===== src/rtl/ibex_mem_port_arbiter_if.sv =====
// Signal bundle for the shared memory port arbiter: fetch, data and bus sides.
// slave is the arbiter view; master is the core/memory environment view.
interface ibex_mem_port_arbiter_if;
    logic        instr_req_i;
    logic        instr_gnt_o;
    logic        instr_rvalid_o;
    logic [31:0] instr_addr_i;
    logic [31:0] instr_rdata_o;
    logic [6:0]  instr_rdata_intg_o;
    logic        instr_err_o;

    logic        data_req_i;
    logic        data_gnt_o;
    logic        data_rvalid_o;
    logic        data_we_i;
    logic [3:0]  data_be_i;
    logic [31:0] data_addr_i;
    logic [31:0] data_wdata_i;
    logic [6:0]  data_wdata_intg_i;
    logic [31:0] data_rdata_o;
    logic [6:0]  data_rdata_intg_o;
    logic        data_err_o;

    logic        bus_req_o;
    logic        bus_gnt_i;
    logic        bus_rvalid_i;
    logic        bus_we_o;
    logic [3:0]  bus_be_o;
    logic [31:0] bus_addr_o;
    logic [31:0] bus_wdata_o;
    logic [6:0]  bus_wdata_intg_o;
    logic [31:0] bus_rdata_i;
    logic [6:0]  bus_rdata_intg_i;
    logic        bus_err_i;

    modport slave (
        input  instr_req_i,
        input  instr_addr_i,
        output instr_gnt_o,
        output instr_rvalid_o,
        output instr_rdata_o,
        output instr_rdata_intg_o,
        output instr_err_o,
        input  data_req_i,
        input  data_we_i,
        input  data_be_i,
        input  data_addr_i,
        input  data_wdata_i,
        input  data_wdata_intg_i,
        output data_gnt_o,
        output data_rvalid_o,
        output data_rdata_o,
        output data_rdata_intg_o,
        output data_err_o,
        output bus_req_o,
        output bus_we_o,
        output bus_be_o,
        output bus_addr_o,
        output bus_wdata_o,
        output bus_wdata_intg_o,
        input  bus_gnt_i,
        input  bus_rvalid_i,
        input  bus_rdata_i,
        input  bus_rdata_intg_i,
        input  bus_err_i
    );

    modport master (
        output instr_req_i,
        output instr_addr_i,
        input  instr_gnt_o,
        input  instr_rvalid_o,
        input  instr_rdata_o,
        input  instr_rdata_intg_o,
        input  instr_err_o,
        output data_req_i,
        output data_we_i,
        output data_be_i,
        output data_addr_i,
        output data_wdata_i,
        output data_wdata_intg_i,
        input  data_gnt_o,
        input  data_rvalid_o,
        input  data_rdata_o,
        input  data_rdata_intg_o,
        input  data_err_o,
        input  bus_req_o,
        input  bus_we_o,
        input  bus_be_o,
        input  bus_addr_o,
        input  bus_wdata_o,
        input  bus_wdata_intg_o,
        output bus_gnt_i,
        output bus_rvalid_i,
        output bus_rdata_i,
        output bus_rdata_intg_i,
        output bus_err_i
    );
endinterface


===== src/rtl/ibex_mem_port_arbiter.sv =====
// Shares one req/gnt/rvalid memory port between fetch and load/store.
// Define IBEX_MEM_ARB_RR_EN for round-robin instead of data-first priority.
module ibex_mem_port_arbiter #(
    parameter int unsigned MaxOutstanding = 2
) (
    input  logic                  clk_i,
    input  logic                  rst_i,
    ibex_mem_port_arbiter_if.slave mem,
    output logic [3:0]            outstanding_o,
    output logic                  spurious_rvalid_o
);

    localparam int unsigned PtrW =
        (MaxOutstanding > 1) ? $clog2(MaxOutstanding) : 1;
    localparam logic [3:0] Depth = 4'(MaxOutstanding);
    localparam logic [PtrW-1:0] LastPtr = PtrW'(MaxOutstanding - 1);

    localparam logic SrcInstr = 1'b0;
    localparam logic SrcData  = 1'b1;

    typedef enum logic [1:0] {
        ArbFree  = 2'd0,
        ArbLockI = 2'd1,
        ArbLockD = 2'd2
    } arb_state_e;

    arb_state_e state_q, state_d;

    logic [MaxOutstanding-1:0] id_q;
    logic [PtrW-1:0]           wr_ptr_q, rd_ptr_q;
    logic [3:0]                count_q, count_d;
    logic                      spurious_q;

    logic sel, sel_req, pick_both;
    logic both_req, locked;
    logic full, empty;
    logic bus_req, push, pop, head;

    function automatic logic [PtrW-1:0] ptr_inc(input logic [PtrW-1:0] p);
        return (p == LastPtr) ? '0 : p + PtrW'(1);
    endfunction

`ifdef IBEX_MEM_ARB_RR_EN
    logic last_q;

    // The requester that did not win the previous handshake goes next.
    always_ff @(posedge clk_i) begin
        if (rst_i) begin
            last_q <= SrcInstr;
        end else if (push) begin
            last_q <= sel;
        end
    end

    assign pick_both = ~last_q;
`else
    assign pick_both = SrcData;
`endif

    assign both_req = mem.instr_req_i & mem.data_req_i;
    assign locked   = (state_q != ArbFree);

    always_comb begin
        sel = SrcData;
        unique case (1'b1)
            state_q == ArbLockI:                   sel = SrcInstr;
            state_q == ArbLockD:                   sel = SrcData;
            !locked && both_req:                   sel = pick_both;
            !locked && !both_req && mem.instr_req_i: sel = SrcInstr;
            default:                               sel = SrcData;
        endcase
    end

    assign full    = (count_q == Depth);
    assign empty   = (count_q == 4'd0);
    assign sel_req = sel ? mem.data_req_i : mem.instr_req_i;
    assign bus_req = sel_req & ~full;
    assign push    = bus_req & mem.bus_gnt_i;
    assign pop     = mem.bus_rvalid_i & ~empty;
    assign head    = id_q[rd_ptr_q];

    // Hold the owner while its request is out on the bus ungranted.
    always_comb begin
        state_d = ArbFree;
        if (bus_req && !mem.bus_gnt_i) begin
            state_d = sel ? ArbLockD : ArbLockI;
        end
    end

    always_comb begin
        count_d = count_q;
        unique case ({push, pop})
            2'b10:   count_d = count_q + 4'd1;
            2'b01:   count_d = count_q - 4'd1;
            default: count_d = count_q;
        endcase
    end

    always_ff @(posedge clk_i) begin
        if (rst_i) begin
            state_q    <= ArbFree;
            count_q    <= 4'd0;
            wr_ptr_q   <= '0;
            rd_ptr_q   <= '0;
            spurious_q <= 1'b0;
        end else begin
            state_q <= state_d;
            count_q <= count_d;
            if (push) begin
                wr_ptr_q <= ptr_inc(wr_ptr_q);
            end
            if (pop) begin
                rd_ptr_q <= ptr_inc(rd_ptr_q);
            end
            if (mem.bus_rvalid_i && empty) begin
                spurious_q <= 1'b1;
            end
        end
    end

    // Entry contents are only read once counted valid, so no reset.
    always_ff @(posedge clk_i) begin
        if (push) begin
            id_q[wr_ptr_q] <= sel;
        end
    end

    always_comb begin
        mem.bus_we_o         = 1'b0;
        mem.bus_be_o         = 4'hF;
        mem.bus_addr_o       = mem.instr_addr_i;
        mem.bus_wdata_o      = 32'h0;
        mem.bus_wdata_intg_o = 7'h0;
        if (sel == SrcData) begin
            mem.bus_we_o         = mem.data_we_i;
            mem.bus_be_o         = mem.data_be_i;
            mem.bus_addr_o       = mem.data_addr_i;
            mem.bus_wdata_o      = mem.data_wdata_i;
            mem.bus_wdata_intg_o = mem.data_wdata_intg_i;
        end
    end

    assign mem.bus_req_o = bus_req;

    assign mem.instr_gnt_o = push & (sel == SrcInstr);
    assign mem.data_gnt_o  = push & (sel == SrcData);

    assign mem.instr_rvalid_o = pop & (head == SrcInstr);
    assign mem.data_rvalid_o  = pop & (head == SrcData);

    assign mem.instr_rdata_o      = mem.bus_rdata_i;
    assign mem.instr_rdata_intg_o = mem.bus_rdata_intg_i;
    assign mem.instr_err_o        = mem.bus_err_i;
    assign mem.data_rdata_o       = mem.bus_rdata_i;
    assign mem.data_rdata_intg_o  = mem.bus_rdata_intg_i;
    assign mem.data_err_o         = mem.bus_err_i;

    assign outstanding_o     = count_q;
    assign spurious_rvalid_o = spurious_q;

endmodule


===== src/flat_wrapper.sv =====
// flat-port wrapper written by rule: the top's interface ports become plain ports
module ibex_mem_port_arbiter_flat 
#(
    parameter int unsigned MaxOutstanding = 2
)
  (clk_i, rst_i, outstanding_o, spurious_rvalid_o, mem_instr_req_i, mem_instr_addr_i, mem_instr_gnt_o, mem_instr_rvalid_o, mem_instr_rdata_o, mem_instr_rdata_intg_o, mem_instr_err_o, mem_data_req_i, mem_data_we_i, mem_data_be_i, mem_data_addr_i, mem_data_wdata_i, mem_data_wdata_intg_i, mem_data_gnt_o, mem_data_rvalid_o, mem_data_rdata_o, mem_data_rdata_intg_o, mem_data_err_o, mem_bus_req_o, mem_bus_we_o, mem_bus_be_o, mem_bus_addr_o, mem_bus_wdata_o, mem_bus_wdata_intg_o, mem_bus_gnt_i, mem_bus_rvalid_i, mem_bus_rdata_i, mem_bus_rdata_intg_i, mem_bus_err_i);
  ibex_mem_port_arbiter_if mem_i ();
  input  logic clk_i;
  input  logic rst_i;
  output logic [3:0] outstanding_o;
  output logic spurious_rvalid_o;
  input wire logic [$bits(mem_i.instr_req_i)-1:0] mem_instr_req_i;
  input wire logic [$bits(mem_i.instr_addr_i)-1:0] mem_instr_addr_i;
  output wire logic [$bits(mem_i.instr_gnt_o)-1:0] mem_instr_gnt_o;
  output wire logic [$bits(mem_i.instr_rvalid_o)-1:0] mem_instr_rvalid_o;
  output wire logic [$bits(mem_i.instr_rdata_o)-1:0] mem_instr_rdata_o;
  output wire logic [$bits(mem_i.instr_rdata_intg_o)-1:0] mem_instr_rdata_intg_o;
  output wire logic [$bits(mem_i.instr_err_o)-1:0] mem_instr_err_o;
  input wire logic [$bits(mem_i.data_req_i)-1:0] mem_data_req_i;
  input wire logic [$bits(mem_i.data_we_i)-1:0] mem_data_we_i;
  input wire logic [$bits(mem_i.data_be_i)-1:0] mem_data_be_i;
  input wire logic [$bits(mem_i.data_addr_i)-1:0] mem_data_addr_i;
  input wire logic [$bits(mem_i.data_wdata_i)-1:0] mem_data_wdata_i;
  input wire logic [$bits(mem_i.data_wdata_intg_i)-1:0] mem_data_wdata_intg_i;
  output wire logic [$bits(mem_i.data_gnt_o)-1:0] mem_data_gnt_o;
  output wire logic [$bits(mem_i.data_rvalid_o)-1:0] mem_data_rvalid_o;
  output wire logic [$bits(mem_i.data_rdata_o)-1:0] mem_data_rdata_o;
  output wire logic [$bits(mem_i.data_rdata_intg_o)-1:0] mem_data_rdata_intg_o;
  output wire logic [$bits(mem_i.data_err_o)-1:0] mem_data_err_o;
  output wire logic [$bits(mem_i.bus_req_o)-1:0] mem_bus_req_o;
  output wire logic [$bits(mem_i.bus_we_o)-1:0] mem_bus_we_o;
  output wire logic [$bits(mem_i.bus_be_o)-1:0] mem_bus_be_o;
  output wire logic [$bits(mem_i.bus_addr_o)-1:0] mem_bus_addr_o;
  output wire logic [$bits(mem_i.bus_wdata_o)-1:0] mem_bus_wdata_o;
  output wire logic [$bits(mem_i.bus_wdata_intg_o)-1:0] mem_bus_wdata_intg_o;
  input wire logic [$bits(mem_i.bus_gnt_i)-1:0] mem_bus_gnt_i;
  input wire logic [$bits(mem_i.bus_rvalid_i)-1:0] mem_bus_rvalid_i;
  input wire logic [$bits(mem_i.bus_rdata_i)-1:0] mem_bus_rdata_i;
  input wire logic [$bits(mem_i.bus_rdata_intg_i)-1:0] mem_bus_rdata_intg_i;
  input wire logic [$bits(mem_i.bus_err_i)-1:0] mem_bus_err_i;
  assign mem_i.instr_req_i = mem_instr_req_i;
  assign mem_i.instr_addr_i = mem_instr_addr_i;
  assign mem_instr_gnt_o = mem_i.instr_gnt_o;
  assign mem_instr_rvalid_o = mem_i.instr_rvalid_o;
  assign mem_instr_rdata_o = mem_i.instr_rdata_o;
  assign mem_instr_rdata_intg_o = mem_i.instr_rdata_intg_o;
  assign mem_instr_err_o = mem_i.instr_err_o;
  assign mem_i.data_req_i = mem_data_req_i;
  assign mem_i.data_we_i = mem_data_we_i;
  assign mem_i.data_be_i = mem_data_be_i;
  assign mem_i.data_addr_i = mem_data_addr_i;
  assign mem_i.data_wdata_i = mem_data_wdata_i;
  assign mem_i.data_wdata_intg_i = mem_data_wdata_intg_i;
  assign mem_data_gnt_o = mem_i.data_gnt_o;
  assign mem_data_rvalid_o = mem_i.data_rvalid_o;
  assign mem_data_rdata_o = mem_i.data_rdata_o;
  assign mem_data_rdata_intg_o = mem_i.data_rdata_intg_o;
  assign mem_data_err_o = mem_i.data_err_o;
  assign mem_bus_req_o = mem_i.bus_req_o;
  assign mem_bus_we_o = mem_i.bus_we_o;
  assign mem_bus_be_o = mem_i.bus_be_o;
  assign mem_bus_addr_o = mem_i.bus_addr_o;
  assign mem_bus_wdata_o = mem_i.bus_wdata_o;
  assign mem_bus_wdata_intg_o = mem_i.bus_wdata_intg_o;
  assign mem_i.bus_gnt_i = mem_bus_gnt_i;
  assign mem_i.bus_rvalid_i = mem_bus_rvalid_i;
  assign mem_i.bus_rdata_i = mem_bus_rdata_i;
  assign mem_i.bus_rdata_intg_i = mem_bus_rdata_intg_i;
  assign mem_i.bus_err_i = mem_bus_err_i;
  ibex_mem_port_arbiter #(.MaxOutstanding(MaxOutstanding)) u_core (.clk_i(clk_i), .rst_i(rst_i), .mem(mem_i), .outstanding_o(outstanding_o), .spurious_rvalid_o(spurious_rvalid_o));
endmodule

===== config.mk =====
export PLATFORM = sky130hd
export DESIGN_NAME = ibex_mem_port_arbiter_flat
export DESIGN_NICKNAME = d
export VERILOG_FILES = /design/src/rtl/ibex_mem_port_arbiter_if.sv /design/src/rtl/ibex_mem_port_arbiter.sv /design/src/flat_wrapper.sv
export SDC_FILE = /design/constraint.sdc
export NUM_CORES = 1
export LEC_CHECK = 0
export ABC_AREA = 1
export BUFFER_PORTS_ARGS = -buffer_cell sky130_fd_sc_hd__clkbuf_2
export CAP_MARGIN = 40
export CORE_AREA = 2 2 125 127
export DETAILED_ROUTE_END_ITERATION = 12
export DIE_AREA = 0 0 127 129
export GPL_ROUTABILITY_DRIVEN = 1
export HOLD_SLACK_MARGIN = 0.08
export PLACE_DENSITY = 0.56
export SYNTH_ARGS = -nofsm -noshare
export SYNTH_HDL_FRONTEND = slang
export SYNTH_SLANG_ARGS = --single-unit

===== constraint.sdc =====
create_clock -name clk_i -period 2.35 [get_ports clk_i]
set_input_delay 0.47 -clock clk_i [delete_from_list [all_inputs] [get_ports clk_i]]
set_output_delay 0.47 -clock clk_i [all_outputs]
set_load 0.05 [all_outputs]

==> flow_metrics.env <==
export IMPL_dpl_hpwl_um=6530
export IMPL_holdBufCountCts=0
export IMPL_clock_path_buffers=2
export IMPL_crit_top_cell="nand2_1"
export IMPL_core_um2=15000
export IMPL_avgSynthCellArea_um2=5.52
export IMPL_rsz0062_at_grt="no"
export IMPL_grt_usage_pct=7.74
export IMPL_peakVddDrop_uv=355
export IMPL_min_from="u_core.spurious_rvalid_o"
export IMPL_cts_max_level=1
export IMPL_final_cell_count_no_fill=666
export IMPL_drtIter0Drc=62
export IMPL_drive_gt1_share_pct=46.2
export IMPL_final_setup_viol_count=0
export IMPL_finish_instance_area_um2=2810
export IMPL_hold_violations=0
export IMPL_worstHoldPathType="reg2reg"
export IMPL_ys_warn_count=0
export IMPL_cts_buffers=3
export IMPL_drv_slew=0
export IMPL_reg2reg_from="u_core.outstanding_o[3]"
export IMPL_tns_ns=0
export IMPL_dpl_cell_count=662
export IMPL_synth_area_leader_cell="buf_4"
export IMPL_die_w_um=127
export IMPL_grt_pass1_vias=1900
export IMPL_wl_per_cell_um=11.1
export IMPL_path_max_fanout=35
export IMPL_postCtsSetupRepairBufs=0
export IMPL_drt_first_pass_iters=4
export IMPL_drc=0
export IMPL_p_leak_nw=1.84
export IMPL_crit_type="in2out"
export IMPL_critPathLaunchType="input pin"
export IMPL_drv_cap=0
export IMPL_yosysTopAreaCellShare_pct=31.6
export IMPL_synth_seq_cells=11
export IMPL_clk_pin_slew_ns=0.04
export IMPL_status="finished, final reports clean"
export IMPL_initial_core_util_pct=13.3
export IMPL_post_dp_cell_area_um2=2730
export IMPL_ys_types=23
export IMPL_critPathTopFamily="buffers and inverters"
export IMPL_port_buffers=199
export IMPL_grt_pass1_wl_um=9920
export IMPL_clock_skew_ns=0.00518
export IMPL_antenna_cells=0
export IMPL_arrival_ns=1.63
export IMPL_fin_crit_ns=2.10
export IMPL_final_util_pct=18.8
export IMPL_synth_nets=519
export IMPL_max_stage_delay_ns=0.36
export IMPL_clkLatencyLatePin_ns=0.24
export IMPL_synth_edf_count=2
export IMPL_worstHoldPathCells=2
export IMPL_rows=45
export IMPL_antenna_found_initial=0
export IMPL_hold_slack_ns=0.447
export IMPL_ant_nets=0
export IMPL_vias=2347
export IMPL_final_nets=636
export IMPL_worstMarginPinSlew_ns=0.369
export IMPL_cp_end_kind="output port"
export IMPL_rrSetupSlack_ns=0.27
export IMPL_cts_root_buf="clkbuf_16"
export IMPL_area_delta_synth_final_pct=40.9
export IMPL_drt_vias_per_instance=3.52
export IMPL_ios=320
export IMPL_required_ns=1.88
export IMPL_wirelength_um=7420
export IMPL_period_share_pct=89.1
export IMPL_path_buf_inv=4
export IMPL_fmax_mhz=477
export IMPL_synthTopCellsByCount="109 x nand2_1, 84 x buf_4, 60 x inv_1"
export IMPL_cp_slowest_cell="buf_4"
export IMPL_cts_sinks=11
export IMPL_place_gp_congestion=0.713
export IMPL_timing_rr_end="u_core.outstanding_o[2]"
export IMPL_synthFlopType="dfxtp_1"
export IMPL_cts_resized=0
export IMPL_syn_area_um2=2000
export IMPL_yosysSeqAreaShare_pct=12.0
export IMPL_grt_max_degree=47
export IMPL_synth_cells=362
export IMPL_cp_cell_sequence="clkbuf_2 > inv_1 > nand2_1 > nand2_1 > nand2_1 > buf_4 > nand2_1 > nand2_1 > clkbuf_2"
export IMPL_synth_most_common_cell="nand2_1"
export IMPL_relSlewSlack_pct=75.4
export IMPL_die_y_um=129
export IMPL_whs_endpoint="u_core.spurious_rvalid_o"
export IMPL_r2r_cells=12
export IMPL_powerDensity_nw_per_um2=762
export IMPL_async_flop_share_pct=0
export IMPL_synth_area_leaders="buf_4 32%, nand2_1 20%, inv_1 11%"
export IMPL_cts_tree="yes"
export IMPL_grt_overflow_total=0
export IMPL_dieArea_um2=16400
## cells in the final DEF, fill, tap and decap left out
master	Yosys	routed
clkbuf_2	0	191
nand2_1	109	109
inv_1	60	60
nor2_1	51	51
buf_12	0	10
dfxtp_1	9	9
o21ai_0	6	6
a21oi_1	6	6
nand3_1	5	5
or2_2	5	5
nand4_1	3	3
ha_1	3	3
clkbuf_16	0	3
buf_4	84	3
inv_2	2	2
nand3_2	2	2
edfxtp_1	2	2
nor3_1	1	1
a21oi_2	1	1
nor2_2	1	1
nor2_4	1	1
and2_2	1	1
xnor2_1	1	1
nand2_2	1	1
clkbuf_1	0	1
## worst max-delay path by stage
stage	cells after the start	from	end
finish	9	mem_data_req_i	mem_bus_addr_o[12]
global route	13	u_core.outstanding_o[3]	u_core.outstanding_o[2]
detailed placement	16	mem_data_req_i	u_core.outstanding_o[2]
CTS	9	mem_data_req_i	mem_bus_addr_o[12]
global placement	9	mem_data_req_i	mem_bus_addr_o[4]
floorplan	4	u_core.outstanding_o[0]	mem_instr_gnt_o
## per-layer routing
layer | share of wire, % | GRT usage [%] | up-vias
li1 | - | - | 1197
met1 | 36 | 7.90 | 919
met2 | 46 | 13.3 | 225
met3 | 17 | 5.61 | 6
met4 | 0.35 | 0.840 | 0
met5 | 0 | 0 | -
## worst min-delay path, cell delays in order (launching register included)
cell and delay, ns:
dfxtp_1 0.30, inv_1 0.04, a21oi_1 0.05
## area by class of cell
class | instances | area [um2]
fillers | 1767 | 12200
repair buffers | 204 | 1180
multi-input cells | 197 | 847
flip-flops and latches | 11 | 240
well taps | 188 | 235
inverters | 62 | 233
clock buffers | 4 | 78.8
## per-stage QoR
| step | power [mW] | setup WS, ns |
|---|---|---|
| 6_report | 2.14 | 0.255 |
| 5_1_grt | 2.29 | 0.0268 |
| 4_1_cts | 2.16 | 0.238 |
| 3_5_place_dp | 1.84 | 0.212 |
| 3_3_place_gp | 1.84 | 0.238 |
| 2_1_floorplan | 1.77 | 0.0847 |
## where the power goes
part	leakage [nW]	switching [mW]	internal, mW	total, mW
logic	1.71	1.11	0.431	1.54
clock network	0.0382	0.0838	0.228	0.312
registers	0.0918	0.0465	0.244	0.290
## registers in the layout, indices dropped and copies added (netlist names)
register	count
u_core.rd_ptr_q	1
u_core.state_q	2
u_core.outstanding_o	4
u_core.wr_ptr_q	1
u_core.spurious_rvalid_o	1
u_core.id_q	2
## logic make-up (layout without fill, tap and decap cells)
| group | after synthesis | after routing | share of synthesized area [%] |
|---|---|---|---|
| AO/OA/AOI/OAI | 13 | 13 | 3.45 |
| XOR/XNOR | 1 | 1 | 0.439 |
| adder cells (fa/ha/maj) | 3 | 3 | 1.88 |
| buffers and inverters | 154 | 270 | 45.6 |
| flip-flops | 11 | 11 | 12.0 |
| AND/OR/NAND/NOR | 180 | 180 | 36.7 |
(Power assumes the default switching activity.)
